`src/rtl/lcd_text_pkg.sv`:
```
// Shared constants for the LCD text buffer: control codes, geometry,
// FSM state encoding and the DDRAM address decode helper.
package lcd_text_pkg;

  localparam logic [7:0] CH_BS = 8'h08;
  localparam logic [7:0] CH_LF = 8'h0A;
  localparam logic [7:0] CH_FF = 8'h0C;
  localparam logic [7:0] CH_CR = 8'h0D;

  localparam logic [7:0] LINE2_BASE = 8'h40;
  localparam int         COLS       = 16;
  localparam int         CELLS      = 32;

  localparam logic [1:0] ST_CLEAR   = 2'd0;
  localparam logic [1:0] ST_IDLE    = 2'd1;
  localparam logic [1:0] ST_SCROLL  = 2'd2;
  localparam logic [1:0] ST_CLRLINE = 2'd3;

  // True when a DDRAM address lands on a stored cell (0x00-0x0F or 0x40-0x4F).
  // The mapped cell index is then {addr[6], addr[3:0]}.
  function automatic logic addr_mapped(input logic [7:0] addr);
    return (addr[7:4] == 4'h0) || (addr[7:4] == LINE2_BASE[7:4]);
  endfunction

endpackage

```
`src/rtl/lcd_text_ram.sv`:
```
// 32x8 character store: one synchronous write port, two combinational
// read ports (A for the LCD driver, B for the scroll copy source).
module lcd_text_ram
  import lcd_text_pkg::*;
(
  input  logic       clk_i,
  input  logic       we_i,
  input  logic [4:0] waddr_i,
  input  logic [7:0] wdata_i,
  input  logic [4:0] raddr_a_i,
  output logic [7:0] rdata_a_o,
  input  logic [4:0] raddr_b_i,
  output logic [7:0] rdata_b_o
);

  logic [CELLS-1:0][7:0] mem_q;

  // Cell storage; no reset, the CLEAR sweep initialises it.
  always_ff @(posedge clk_i) begin
    if (we_i) mem_q[waddr_i] <= wdata_i;
  end

  assign rdata_a_o = mem_q[raddr_a_i];
  assign rdata_b_o = mem_q[raddr_b_i];

endmodule

```
`src/rtl/lcd_text_buffer.sv`:
```
// 2x16 text buffer for the SC1602 driver. Takes a byte stream over
// valid/ready, handles BS/LF/FF/CR, tracks a cursor and auto-wraps.
// Optional feature macro: LCD_TEXT_BUF_SCROLL_EN -- wrap scrolls line 2 up
// and blanks it; otherwise wrap just homes the cursor.
module lcd_text_buffer
  import lcd_text_pkg::*;
#(
  parameter logic [7:0] FILL_CHAR = 8'h20
) (
  input  logic       clk_i,
  input  logic       reset_i,
  input  logic [7:0] in_data_i,
  input  logic       in_valid_i,
  output logic       in_ready_o,
  input  logic [7:0] rd_addr_i,
  input  logic       rd_i,
  output logic [7:0] rd_data_o,
  output logic       busy_o,
  output logic [4:0] cursor_o,
  output logic       frame_done_o
);

  logic [1:0] state_q, state_d;
  logic [4:0] idx_q, idx_d;
  logic       line_q, line_d;
  logic [3:0] col_q, col_d;
  logic       frame_done_q;

  logic       we;
  logic [4:0] waddr;
  logic [7:0] wdata;
  logic [4:0] raddr_b;
  logic [7:0] rdata_a, rdata_b;
  logic       do_wrap;

  lcd_text_ram u_ram (
    .clk_i     (clk_i),
    .we_i      (we),
    .waddr_i   (waddr),
    .wdata_i   (wdata),
    .raddr_a_i ({rd_addr_i[6], rd_addr_i[3:0]}),
    .rdata_a_o (rdata_a),
    .raddr_b_i (raddr_b),
    .rdata_b_o (rdata_b)
  );

  assign in_ready_o   = (state_q == ST_IDLE);
  assign busy_o       = ~in_ready_o;
  assign cursor_o     = {line_q, col_q};
  assign frame_done_o = frame_done_q;
  assign rd_data_o    = addr_mapped(rd_addr_i) ? rdata_a : FILL_CHAR;

`ifndef LCD_TEXT_BUF_SCROLL_EN
  // Port B only feeds the scroll copy, which is absent in this build.
  logic unused_rdata_b;
  assign unused_rdata_b = ^rdata_b;
`endif

  // Next-state: byte interpretation, cursor advance and the fill/copy sweeps.
  // One 5-bit index walks CLEAR (0..31), or SCROLL (0..15) then CLRLINE (16..31).
  always_comb begin
    state_d = state_q;
    idx_d   = idx_q;
    line_d  = line_q;
    col_d   = col_q;
    we      = 1'b0;
    waddr   = idx_q;
    wdata   = FILL_CHAR;
    raddr_b = {1'b1, idx_q[3:0]};
    do_wrap = 1'b0;

    case (state_q)
      ST_CLEAR: begin
        we    = 1'b1;
        idx_d = idx_q + 5'd1;
        if (idx_q == 5'd31) begin
          state_d = ST_IDLE;
          line_d  = 1'b0;
          col_d   = 4'd0;
        end
      end

      ST_IDLE: begin
        if (in_valid_i) begin
          if (in_data_i >= 8'h20) begin
            we    = 1'b1;
            waddr = {line_q, col_q};
            wdata = in_data_i;
            if (col_q != 4'd15) begin
              col_d = col_q + 4'd1;
            end else if (!line_q) begin
              line_d = 1'b1;
              col_d  = 4'd0;
            end else begin
              do_wrap = 1'b1;
            end
          end else begin
            case (in_data_i)
              CH_CR: col_d = 4'd0;
              CH_LF: begin
                col_d = 4'd0;
                if (!line_q) line_d  = 1'b1;
                else         do_wrap = 1'b1;
              end
              CH_FF: begin
                state_d = ST_CLEAR;
                idx_d   = 5'd0;
              end
              CH_BS: if (col_q != 4'd0) col_d = col_q - 4'd1;
              default: ;
            endcase
          end
        end
      end

`ifdef LCD_TEXT_BUF_SCROLL_EN
      ST_SCROLL: begin
        we    = 1'b1;
        waddr = {1'b0, idx_q[3:0]};
        wdata = rdata_b;
        idx_d = idx_q + 5'd1;
        if (idx_q == 5'd15) state_d = ST_CLRLINE;
      end

      ST_CLRLINE: begin
        we    = 1'b1;
        idx_d = idx_q + 5'd1;
        if (idx_q == 5'd31) begin
          state_d = ST_IDLE;
          line_d  = 1'b1;
          col_d   = 4'd0;
        end
      end
`endif

      default: begin
        state_d = ST_CLEAR;
        idx_d   = 5'd0;
      end
    endcase

    if (do_wrap) begin
`ifdef LCD_TEXT_BUF_SCROLL_EN
      state_d = ST_SCROLL;
      idx_d   = 5'd0;
`else
      line_d  = 1'b0;
      col_d   = 4'd0;
`endif
    end
  end

  // State, sweep index and cursor registers; reset restarts the clear sweep.
  always_ff @(posedge clk_i) begin
    if (reset_i) begin
      state_q <= ST_CLEAR;
      idx_q   <= 5'd0;
      line_q  <= 1'b0;
      col_q   <= 4'd0;
    end else begin
      state_q <= state_d;
      idx_q   <= idx_d;
      line_q  <= line_d;
      col_q   <= col_d;
    end
  end

  // Frame marker: pulse the cycle after the driver reads the last cell (0x4F).
  always_ff @(posedge clk_i) begin
    if (reset_i) frame_done_q <= 1'b0;
    else         frame_done_q <= rd_i && (rd_addr_i == 8'h4F);
  end

endmodule
```
`config.mk`:
```
export PLATFORM = sky130hd
export DESIGN_NAME = lcd_text_buffer
export DESIGN_NICKNAME = d
export VERILOG_FILES = /design/src/rtl/lcd_text_pkg.sv /design/src/rtl/lcd_text_ram.sv /design/src/rtl/lcd_text_buffer.sv
export SDC_FILE = /design/constraint.sdc
export NUM_CORES = 1
export LEC_CHECK = 0
export CORE_MARGIN = 1.5
export CORE_UTILIZATION = 50
export DETAILED_ROUTE_END_ITERATION = 7
export PLACE_DENSITY = 0.67
export SLEW_MARGIN = 30
export SYNTH_ARGS = -nofsm -noshare
export SYNTH_HDL_FRONTEND = slang
export SYNTH_SLANG_ARGS = --single-unit
```
`constraint.sdc`:
```
create_clock -name clk_i -period 4.9 [get_ports clk_i]
set_input_delay 1.47 -clock clk_i [delete_from_list [all_inputs] [get_ports clk_i]]
set_output_delay 1.47 -clock clk_i [all_outputs]
set_load 0.1 [all_outputs]
```
# --- Word-level counts from Yosys, hierarchy flattened ---
# Index checks and enable logic that the tools add are counted.
classes:
  n_addsub: 3
  magnitude_cmp: 4
  eq_ne: 18
  n_mux: 44
  n_bitwise: 1
  reduce_logical: 13
ops:
  columns: ["cell", "count"]
  rows:
  - ["bitwise mux 256 bit", 1]
  - ["two-way mux 8 bit", 6]
  - ["binary-select mux 8 bit (select 5 bit)", 1]
  - ["demux 8 bit (select 5 bit)", 1]
  - ["== test 8 x 4 -> 1 bit (second input constant)", 4]
  - ["two-way mux 5 bit", 6]
  - ["two-way mux 4 bit", 6]
  - ["one-hot mux 4 bit (2 select lines)", 2]
  - ["two-way mux 1 bit", 13]
  - ["less-than comparator 5 x 6 -> 1 bit (second input constant)", 2]
  - ["one-hot mux 5 bit (2 select lines)", 1]
  - ["== test 8 x 7 -> 1 bit (second input constant)", 1]
  - ["greater-or-equal comparator 8 x 6 -> 1 bit (second input constant)", 1]
  - ["two-way mux 2 bit", 4]
  - ["!= test 4 bit (second input constant)", 2]
  - ["!= test 2 bit (second input constant)", 3]
  - ["AND reduction 6 bit", 1]
  - ["adder 5 x 1 -> 5 bit (second input constant)", 1]
  - ["== test 5 bit (second input constant)", 1]
  - ["greater-or-equal comparator 5 x 1 -> 1 bit (second input constant)", 1]
  - ["AND reduction 5 bit", 1]
  - ["adder 4 x 1 -> 4 bit (second input constant)", 1]
  - ["== test 4 x 3 -> 1 bit (second input constant)", 1]
  - ["logical NOT 4 bit", 1]
  - ["18 further kinds", 21]
word_totals:
  regBits: 269
  output_inout_bits: 16

# --- Logic depth before layout (Yosys ltp) ---
# Gate-level depths: netlist (run 1).
logic_depth:
  ltp_word: 9
  depth_mapped: 8
  depth_no_buf: 8

# --- By module ---
# A second synthesis (run 1) with hierarchy kept.
unflattened:
  cells_unflattened: 642
  hier_area_um2: 12904.9
by_module_without_submodules:
  columns: ["module", "n_inst", "cells_each", "area_per_inst_um2", "seq_area_each_um2"]
  rows:
  - ["lcd_text_ram", 1, 516, 11887.7, 7687.4]
  - ["lcd_text_buffer", 1, 126, 1017.2, 240.2]

# --- Worst setup path before layout (run 1) ---
# No wires, ideal clock.
synth_timing:
  path_type: "input port to output port"
  start: "input port rd_addr_i[0]"
  end: "output port rd_data_o[1]"
  arrival_time_ns: 3.516
  setup_slack_ns: -0.086
  cell_stages: 6
  cell_sequence: "clkbuf_1 > buf_2 > mux4_2 > mux4_2 > nand3_1 > nand2_1"
synth_via:
  elab_chain_len: 3
synth_rtl:
  columns: ["item", "line", "rtl"]
  rows:
  - ["start: declaration", "lcd_text_buffer.sv:15", "input logic [7:0] rd_addr_i,"]
  - ["binary-select mux 8 bit (select 5 bit)", "lcd_text_ram.sv:23", "assign rdata_a_o = mem_q[raddr_a_i];"]
  - ["two-way mux 8 bit (not written as such)", "lcd_text_ram.sv:23", null]
  - ["two-way mux 8 bit", "lcd_text_buffer.sv:51", "assign rd_data_o = addr_mapped(rd_addr_i) ? rdata_a : FILL_CHAR;"]
  - ["end: declaration", "lcd_text_buffer.sv:17", "output logic [7:0] rd_data_o,"]
# No other way between the ends. The select of a mux whose other input is x is not followed.

# --- Final worst setup path (run 1) ---
layout_timing:
  start: "input port rd_addr_i[0]"
  end: "output port rd_data_o[4]"
# The elaborated chain is that of the path after synthesis.

==> results of run 1 <==
[power by group through the flow]
stage | Clock, W | Sequential, W | Combinational, W
2_1_floorplan | 0 | 0.00255 | 0.000144
3_3_place_gp | 0 | 0.00255 | 0.000236
3_5_place_dp | 0 | 0.00255 | 0.000239
4_1_cts | 0.00204 | 0.00251 | 0.000247
5_1_grt | 0.00213 | 0.00251 | 0.000267
6_report | 0.00201 | 0.00251 | 0.000252
[cell families after synthesis]
logic type,share of synthesized area (%)
fa+ha+maj,0.571
mux,16.3
xor+xnor,0.480
buf+inv,1.69
simple gates,5.08
compound gates,3.50
flops,72.4
[area by class of cell]
type,count,area [µm²]
well taps,275,344
clock inverters,11,104
clock buffers,39,771
fillers,1499,8070
flip-flops and latches,268,7930
multi-input cells,261,2900
repair buffers,109,1090
inverters,6,22.5
[worst max path at each step]
stage	cells after the start	slack [ns]	to
2_1_floorplan	5	0.009	rd_data_o[5]
3_3_place_gp	8	-0.20	rd_data_o[5]
3_5_place_dp	8	-0.16	rd_data_o[5]
4_1_cts	9	-0.02	rd_data_o[4]
5_1_grt	9	-0.02	rd_data_o[4]
6_report	6	0.09	rd_data_o[4]
[registers in the layout, summed over array words and instances, names as in the netlist]
signal        flops
u_ram.mem_q     256
idx_q             5
col_q             4
frame_done_o      1
line_q            1
state_q           1
[layout by cell type (no fill, tap or decap), types with 6 or more instances in the layout]
cell / Yosys / routed
sky130_fd_sc_hd__nand2_1: 12 / 11
sky130_fd_sc_hd__edfxtp_1: 256 / 256
sky130_fd_sc_hd__clkbuf_1: 15 / 7
sky130_fd_sc_hd__a21o_1: 6 / 6
sky130_fd_sc_hd__dfxtp_1: 12 / 12
sky130_fd_sc_hd__clkbuf_16: 0 / 27
sky130_fd_sc_hd__clkdlybuf4s50_1: 0 / 24
sky130_fd_sc_hd__a31oi_1: 7 / 7
sky130_fd_sc_hd__clkinv_1: 0 / 6
sky130_fd_sc_hd__buf_12: 0 / 12
sky130_fd_sc_hd__nor3_1: 11 / 10
sky130_fd_sc_hd__buf_4: 3 / 66
sky130_fd_sc_hd__nor2_1: 45 / 45
sky130_fd_sc_hd__mux2i_1: 15 / 14
sky130_fd_sc_hd__mux4_2: 72 / 72
sky130_fd_sc_hd__a21oi_1: 10 / 10
[through the flow]
step / std cells / hold WS (ns) / total power (W) / utilization (%) / setup slack (ns)
after floorplan: 570 / 0.545 / 0.00269 / - / 0.00889
after global placement: 914 / 0.573 / 0.00279 / 57.1 / -0.198
after detailed placement: 914 / 0.577 / 0.00279 / 57.1 / -0.163
after CTS: 965 / 0.591 / 0.00479 / 61.6 / -0.0156
after global routing: 969 / 0.612 / 0.00491 / 62.0 / -0.0165
final: 969 / 0.595 / 0.00477 / 62.0 / 0.0938
[routing by layer]
metal	vias up	part of all wire, %	wire [µm]	track usage (%)
met4	0	1.8	436	5.87
met5	-	0	0	0
li1	2556	-	-	-
met2	184	49	11600	35.4
met1	3020	43	10300	31.0
met3	28	5.7	1360	3.10
[what timing repair did]
| item | 4_1_cts | 5_1_grt |
|---|---|---|
| resized for setup | 9 | 12 |
| buffers inserted | 0 | 4 |
| endpoints found under the setup margin | 8 | 8 |
| gates cloned | 1 | 0 |
| pin swaps | 0 | 1 |
[critical path, delay by kind of cell]
kind	cells	cell delay (ns)
compound gates	1	0.25
buf+inv	3	0.55
mux	2	1.07
==> impl_metrics.sql, run 1 <==
INSERT INTO impl_metrics (metric_group, metric, value, unit) VALUES
('worst_hold_path', 'timing.hold.worst_path_depth', '2', ''),
('critical_path', 'rr_startpoint', 'state_q[0]$_SDFFE_PP0P_', ''),
('floorplanning', 'chipHeight', '151', 'µm'),
('timing', 'timing.final.setup_violations', '0', ''),
('logic_synthesis', 'yosys.cell_types.count', '53', ''),
('timing', 'period_minus_slack', '4.81', 'ns'),
('timing', 'finalCritPeriodShare', '98.1', '%'),
('cts', 'hold_buffers', '0', ''),
('routing', 'drc', '0', ''),
('grt', 'grt-ovfl-total', '0', ''),
('logic_synthesis', 'yosys-top-cells-area', 'sky130_fd_sc_hd__edfxtp_1 (70%), sky130_fd_sc_hd__mux4_2 (15%), sky130_fd_sc_hd__dfxtp_1 (2.2%), sky130_fd_sc_hd__nor2_1 (1.5%), sky130_fd_sc_hd__mux2i_1 (1.4%)', ''),
('logic_synthesis', 'yosys_warnings', '0', ''),
('critical_path', 'rr_endpoint', 'u_ram.mem_q[138]$_DFFE_PP_', ''),
('timing', 'timing_worst_slew_pin_value', '0.978', 'ns'),
('run', 'timing.max_cap.violations', '0', ''),
('power', 'pwr-share-clk', '42.2', '%'),
('finish', 'syn_to_layout_area_delta', '20.1', '%'),
('critical_path', 'cpMaxStageDelayCell', 'sky130_fd_sc_hd__mux4_2', ''),
('routing', 'detail-route-antenna-nets', '0', ''),
('grt', 'grt.total_usage', '21.7', '%'),
('cts', 'cts-root-to-sink-buffers', '3', ''),
('cts', 'htreeDepth', '1', ''),
('logic_synthesis', 'asyncSetResetFlopFracSynth', '0', '%'),
('logic_synthesis', 'synth.avg_cell_area', '19.2', 'µm²'),
('timing', 'setup_tns', '0', 'ns'),
('worst_hold_path', 'hp-start', 'col_q[1]$_SDFFE_PP0P_', ''),
('critical_path', 'endpoint_kind', 'output pin', ''),
('critical_path', 'cpMostUsedCell', 'sky130_fd_sc_hd__mux4_2', ''),
('finish', 'post_route_cells_drive_above_1_share', '30.5', '%'),
('grt', 'grt_first_pass_wirelength', '36000', 'µm'),
('place', 'detailedPlacementHpwl', '14900', 'µm'),
('logic_synthesis', 'postSynth.topFlopCell', 'sky130_fd_sc_hd__edfxtp_1', ''),
('place', 'place.port_buffers', '35', ''),
('routing', 'routed_via_density', '5.97', ''),
('power', 'switching_share', '20.1', '%'),
('logic_synthesis', 'synth_top_cells_by_count', 'sky130_fd_sc_hd__edfxtp_1 (256), sky130_fd_sc_hd__mux4_2 (72), sky130_fd_sc_hd__nor2_1 (45)', ''),
('timing', 'report.final.hold_viol_count', '0', ''),
('status', 'outcome', 'finished clean', ''),
('timing', 'drv_slew', '0', ''),
('grt', 'first_global_vias', '6006', ''),
('logic_synthesis', 'synth_enable_flop_cells', '256', ''),
('logic_synthesis', 'netlist_area', '11000', 'µm²'),
('floorplanning', 'io-pin-count', '36', ''),
('worst_hold_path', 'whs_endpoint', 'col_q[1]$_SDFFE_PP0P_', ''),
('finish', 'nNetsFinal', '698', ''),
('routing', 'vias', '5788', ''),
('logic_synthesis', 'synth.largest_area_cell', 'sky130_fd_sc_hd__edfxtp_1', ''),
('cts', 'clock_pin_slew_on_the_worst_setup_and_hold_paths', '0.06', 'ns'),
('timing', 'max_freq', '0.208', 'GHz'),
('power', 'share_comb_of_total_power', '5.3', '%'),
('logic_synthesis', 'netlist_instances', '570', ''),
('place', 'placement.cell_area', '12100', 'µm²'),
('finish', 'post-route-cell-area', '13200', 'µm²'),
('logic_synthesis', 'yosysMostFrequentCell', 'sky130_fd_sc_hd__edfxtp_1', ''),
('place', 'gp_routability_congestion', '0.852', ''),
('floorplanning', 'num_rows', '53', ''),
('routing', 'detailedRoute.firstPassIterationCount', '4', ''),
('power', 'worst_supply_voltage_drop_on_vdd', '0.261', 'mV'),
('logic_synthesis', 'synth.net_count', '595', ''),
('logic_synthesis', 'yosysTopAreaCellShare', '70.2', '%'),
('routing', 'wirelength', '23700', 'µm'),
('power', 'sequentialPowerShare', '52.6', '%'),
('floorplanning', 'core-area', '21200', 'µm²'),
('worst_hold_path', 'hold_path_class', 'flip-flop to flip-flop', ''),
('critical_path', 'worst-setup-path-type', 'input port to output pin', ''),
('critical_path', 'arrival_time_at_the_worst_endpoint', '3.34', 'ns'),
('power', 'static_power_due_to_leakage', '4.74', 'nW'),
('floorplanning', 'starting_density_of_the_core', '51.6', '%'),
('critical_path', 'timing.critical_path.from_type', 'input port', ''),
('routing', 'detailedRoute.firstIterationViolations', '503', ''),
('critical_path', 'worstPathCellList', 'buf_6, buf_8, mux4_2, mux4_2, a21o_1, buf_12', '');
No activity file was read; power rests on OpenSTA's default activity.
==> run 2, diff against run 1 <==
Settings changed: CORE_UTILIZATION 50 to 25, PLACE_DENSITY 0.67 to default.
==> run 2 against run 1 <==
Effect of this change: worst setup slack worse by 0.045 ns; sequential power hardly changed; worst hold slack worse by 0.0012 ns.
==> impl_metrics.sql, run 2 (same netlist as run 1, synthesis figures left out) <==
INSERT INTO impl_metrics (metric_group, metric, value, unit) VALUES
('timing', 'max_freq', '0.206', 'GHz'),
('finish', 'fin_cells', '1266', ''),
('cts', 'clock-sinks', '268', ''),
('cts', 'hold_buffers', '0', ''),
('routing', 'detailedRoute.firstPassIterationCount', '7', ''),
('timing', 'period_minus_slack', '4.85', 'ns'),
('finish', 'flip_flop_count_of_the_largest_register_all_copies_and_words_added', '256', ''),
('grt', 'grt_first_pass_wirelength', '38000', 'µm'),
('critical_path', 'arrival_time_at_the_worst_endpoint', '3.38', 'ns'),
('place', 'dp_slack', '-0.0543', 'ns'),
('grt', 'grt.total_usage', '11.3', '%'),
('power', 'power_total', '0.00467', 'W'),
('cts', 'tritoncts.num_buffers', '27', ''),
('worst_hold_path', 'hold_path_class', 'flip-flop to flip-flop', ''),
('timing', 'timing.final.setup_violations', '0', ''),
('timing', 'finalCritPeriodShare', '99.0', '%'),
('floorplanning', 'chipHeight', '212', 'µm'),
('finish', 'largest_registers', 'u_ram.mem_q: 256 flops, idx_q: 5 flops, col_q: 4 flops', ''),
('finish', 'registers.top_by_ff_count', 'u_ram.mem_q', ''),
('cts', 'insertion_delay', '0.55', 'ns'),
('timing', 'fin_ws', '0.0490', 'ns'),
('timing', 'rsz_0062_raised_after_global_routing', 'no', ''),
('critical_path', 'required', '3.43', 'ns'),
('place', 'place.port_buffers', '35', ''),
('status', 'outcome', 'finished clean', ''),
('floorplanning', 'starting_density_of_the_core', '25.4', '%'),
('floorplanning', 'core-area', '43200', 'µm²'),
('routing', 'wirelength', '25200', 'µm'),
('routing', 'drc', '0', ''),
('grt', 'grt-ovfl-total', '0', ''),
('cts', 'htreeDepth', '1', ''),
('routing', 'detail-route-antenna-nets', '0', ''),
('cts', 'cts.root.buffer_cell', 'sky130_fd_sc_hd__clkbuf_16', ''),
('finish', 'num_antenna_cells', '0', ''),
('finish', 'syn_to_layout_area_delta', '21.8', '%'),
('routing', 'routed_via_density', '4.56', ''),
('place', 'detailedPlacementHpwl', '16300', 'µm'),
('routing', 'wl_per_cell', '19.9', 'µm'),
('power', 'power_density', '350', 'nW/µm²'),
('finish', 'fill_cells', '4208', ''),
('place', 'gp_routability_congestion', '0.763', ''),
('timing', 'timing_worst_slew_pin_value', '0.985', 'ns'),
('finish', 'layout_common_cells', 'sky130_fd_sc_hd__edfxtp_1 (256), sky130_fd_sc_hd__mux4_2 (72), sky130_fd_sc_hd__buf_4 (60)', ''),
('cts', 'cts-root-to-sink-buffers', '3', ''),
('timing', 'report.final.hold_viol_count', '0', ''),
('finish', 'combined_area_of_the_multi_input_logic_cells', '2860', 'µm²'),
('critical_path', 'critPathMaxFanout', '19', ''),
('critical_path', 'worstPathCellList', 'buf_4, buf_12, mux4_2, mux2i_1, o22ai_1, a21o_1, buf_12', ''),
('finish', 'layout_commonest_cell', 'sky130_fd_sc_hd__edfxtp_1', ''),
('critical_path', 'cpMaxStageDelayCell', 'sky130_fd_sc_hd__mux4_2', ''),
('routing', 'detailedRoute.firstIterationViolations', '579', ''),
('critical_path', 'cp_top_family', 'multiplexers', ''),
('critical_path', 'critical_path.max_stage_delay', '0.52', 'ns'),
('critical_path', 'worst-setup-path-type', 'input port to output pin', ''),
('timing', 'skew', '0.0251', 'ns'),
('floorplanning', 'io-pin-count', '36', ''),
('grt', 'maximum_number_of_pins_on_one_net_before_global_route_repair', '33', ''),
('finish', 'finish.utilization', '30.9', '%'),
('grt', 'first_global_vias', '5847', ''),
('critical_path', 'cpMostUsedCell', 'sky130_fd_sc_hd__buf_12', ''),
('cts', 'cts_tree', 'done', ''),
('finish', 'seqCellArea', '7930', 'µm²'),
('run', 'timing.max_cap.violations', '0', ''),
('timing', 'relSlewSlack', '34.1', '%'),
('floorplanning', 'floorplan.die_area', '45100', 'µm²'),
('critical_path', 'timing.critical_path.from_type', 'input port', ''),
('cts', 'clock_pin_slew_on_the_worst_setup_and_hold_paths', '0.05', 'ns'),
('critical_path', 'critPathBufInv', '3', ''),
('finish', 'nNetsFinal', '689', ''),
('critical_path', 'endpoint_kind', 'output pin', ''),
('power', 'worst_supply_voltage_drop_on_vdd', '0.257', 'mV'),
('timing', 'drv_slew', '0', ''),
('floorplanning', 'num_rows', '76', ''),
('finish', 'post_route_cells_drive_above_1_share', '29.1', '%'),
('place', 'dp.cells', '1220', ''),
('routing', 'vias', '5769', ''),
('grt', 'grt_antenna_before_repair', '2', ''),
('power', 'static_power_due_to_leakage', '4.64', 'nW'),
('floorplanning', 'fp.dieW', '212', 'µm');
==> run 2: final cells by class <==
class	instances	share of cell area (%)
Clock buffer	35	5.29
Tap cell	585	5.49
Clock inverter	11	0.760
Multi-Input combinational cell	261	21.4
Timing Repair Buffer	100	7.46
Inverter	6	0.169
Sequential cell	268	59.4
==> run 2: worst register-to-register path, stage by stage (launching register included) <==
cell                      delay, ns
sky130_fd_sc_hd__dfxtp_1       0.71
sky130_fd_sc_hd__nand2_1       0.21
sky130_fd_sc_hd__nor2_1        0.15
sky130_fd_sc_hd__buf_4         0.22
sky130_fd_sc_hd__a41oi_1       0.22
sky130_fd_sc_hd__nor2_1        0.77
==> run 2: path summary, 6_finish.rpt <==
kind / from / to / slack [ns] / cells past startpoint
max: rd_addr_i[0] / rd_data_o[3] / 0.05 / 7
min: idx_q[0]$_SDFFE_PP0P_ / idx_q[0]$_SDFFE_PP0P_ / 0.59 / 2
max reg2reg: state_q[0]$_SDFFE_PP0P_ / u_ram.mem_q[254]$_DFFE_PP_ / 2.25 / 5
min reg2reg: idx_q[0]$_SDFFE_PP0P_ / idx_q[0]$_SDFFE_PP0P_ / 0.59 / 2
==> run 2: stage by stage <==
stage | hold WS [ns] | setup TNS, ns | instance area, µm²
2_1_floorplan | 0.545 | 0 | 11000
3_3_place_gp | 0.578 | -0.0575 | 12500
3_5_place_dp | 0.582 | -0.0543 | 12500
4_1_cts | 0.597 | 0 | 13300
5_1_grt | 0.636 | 0 | 13300
6_report | 0.594 | 0 | 13300
==> run 2: power by group <==
part	internal [W]	leakage [nW]	switching (W)
clock network	0.00107	0.391	0.000846
registers	0.00250	2.77	0.00000868
logic	0.000116	1.48	0.000131
total	0.00368	4.64	0.000985
==> run 2: per-layer routing <==
metal	global-route usage (%)	vias to the layer above	part of all wire (%)
met4	2.35	0	1.5
met3	1.82	36	5.6
met2	17.2	183	46
li1	-	2540	-
met5	0	-	0
met1	17.0	3010	47
==> run 2: timing repair <==
action | 4_1_cts | 5_1_grt
endpoints found under the setup margin | 1 | 3
buffers inserted | 0 | 0
gates resized for setup | 1 | 3
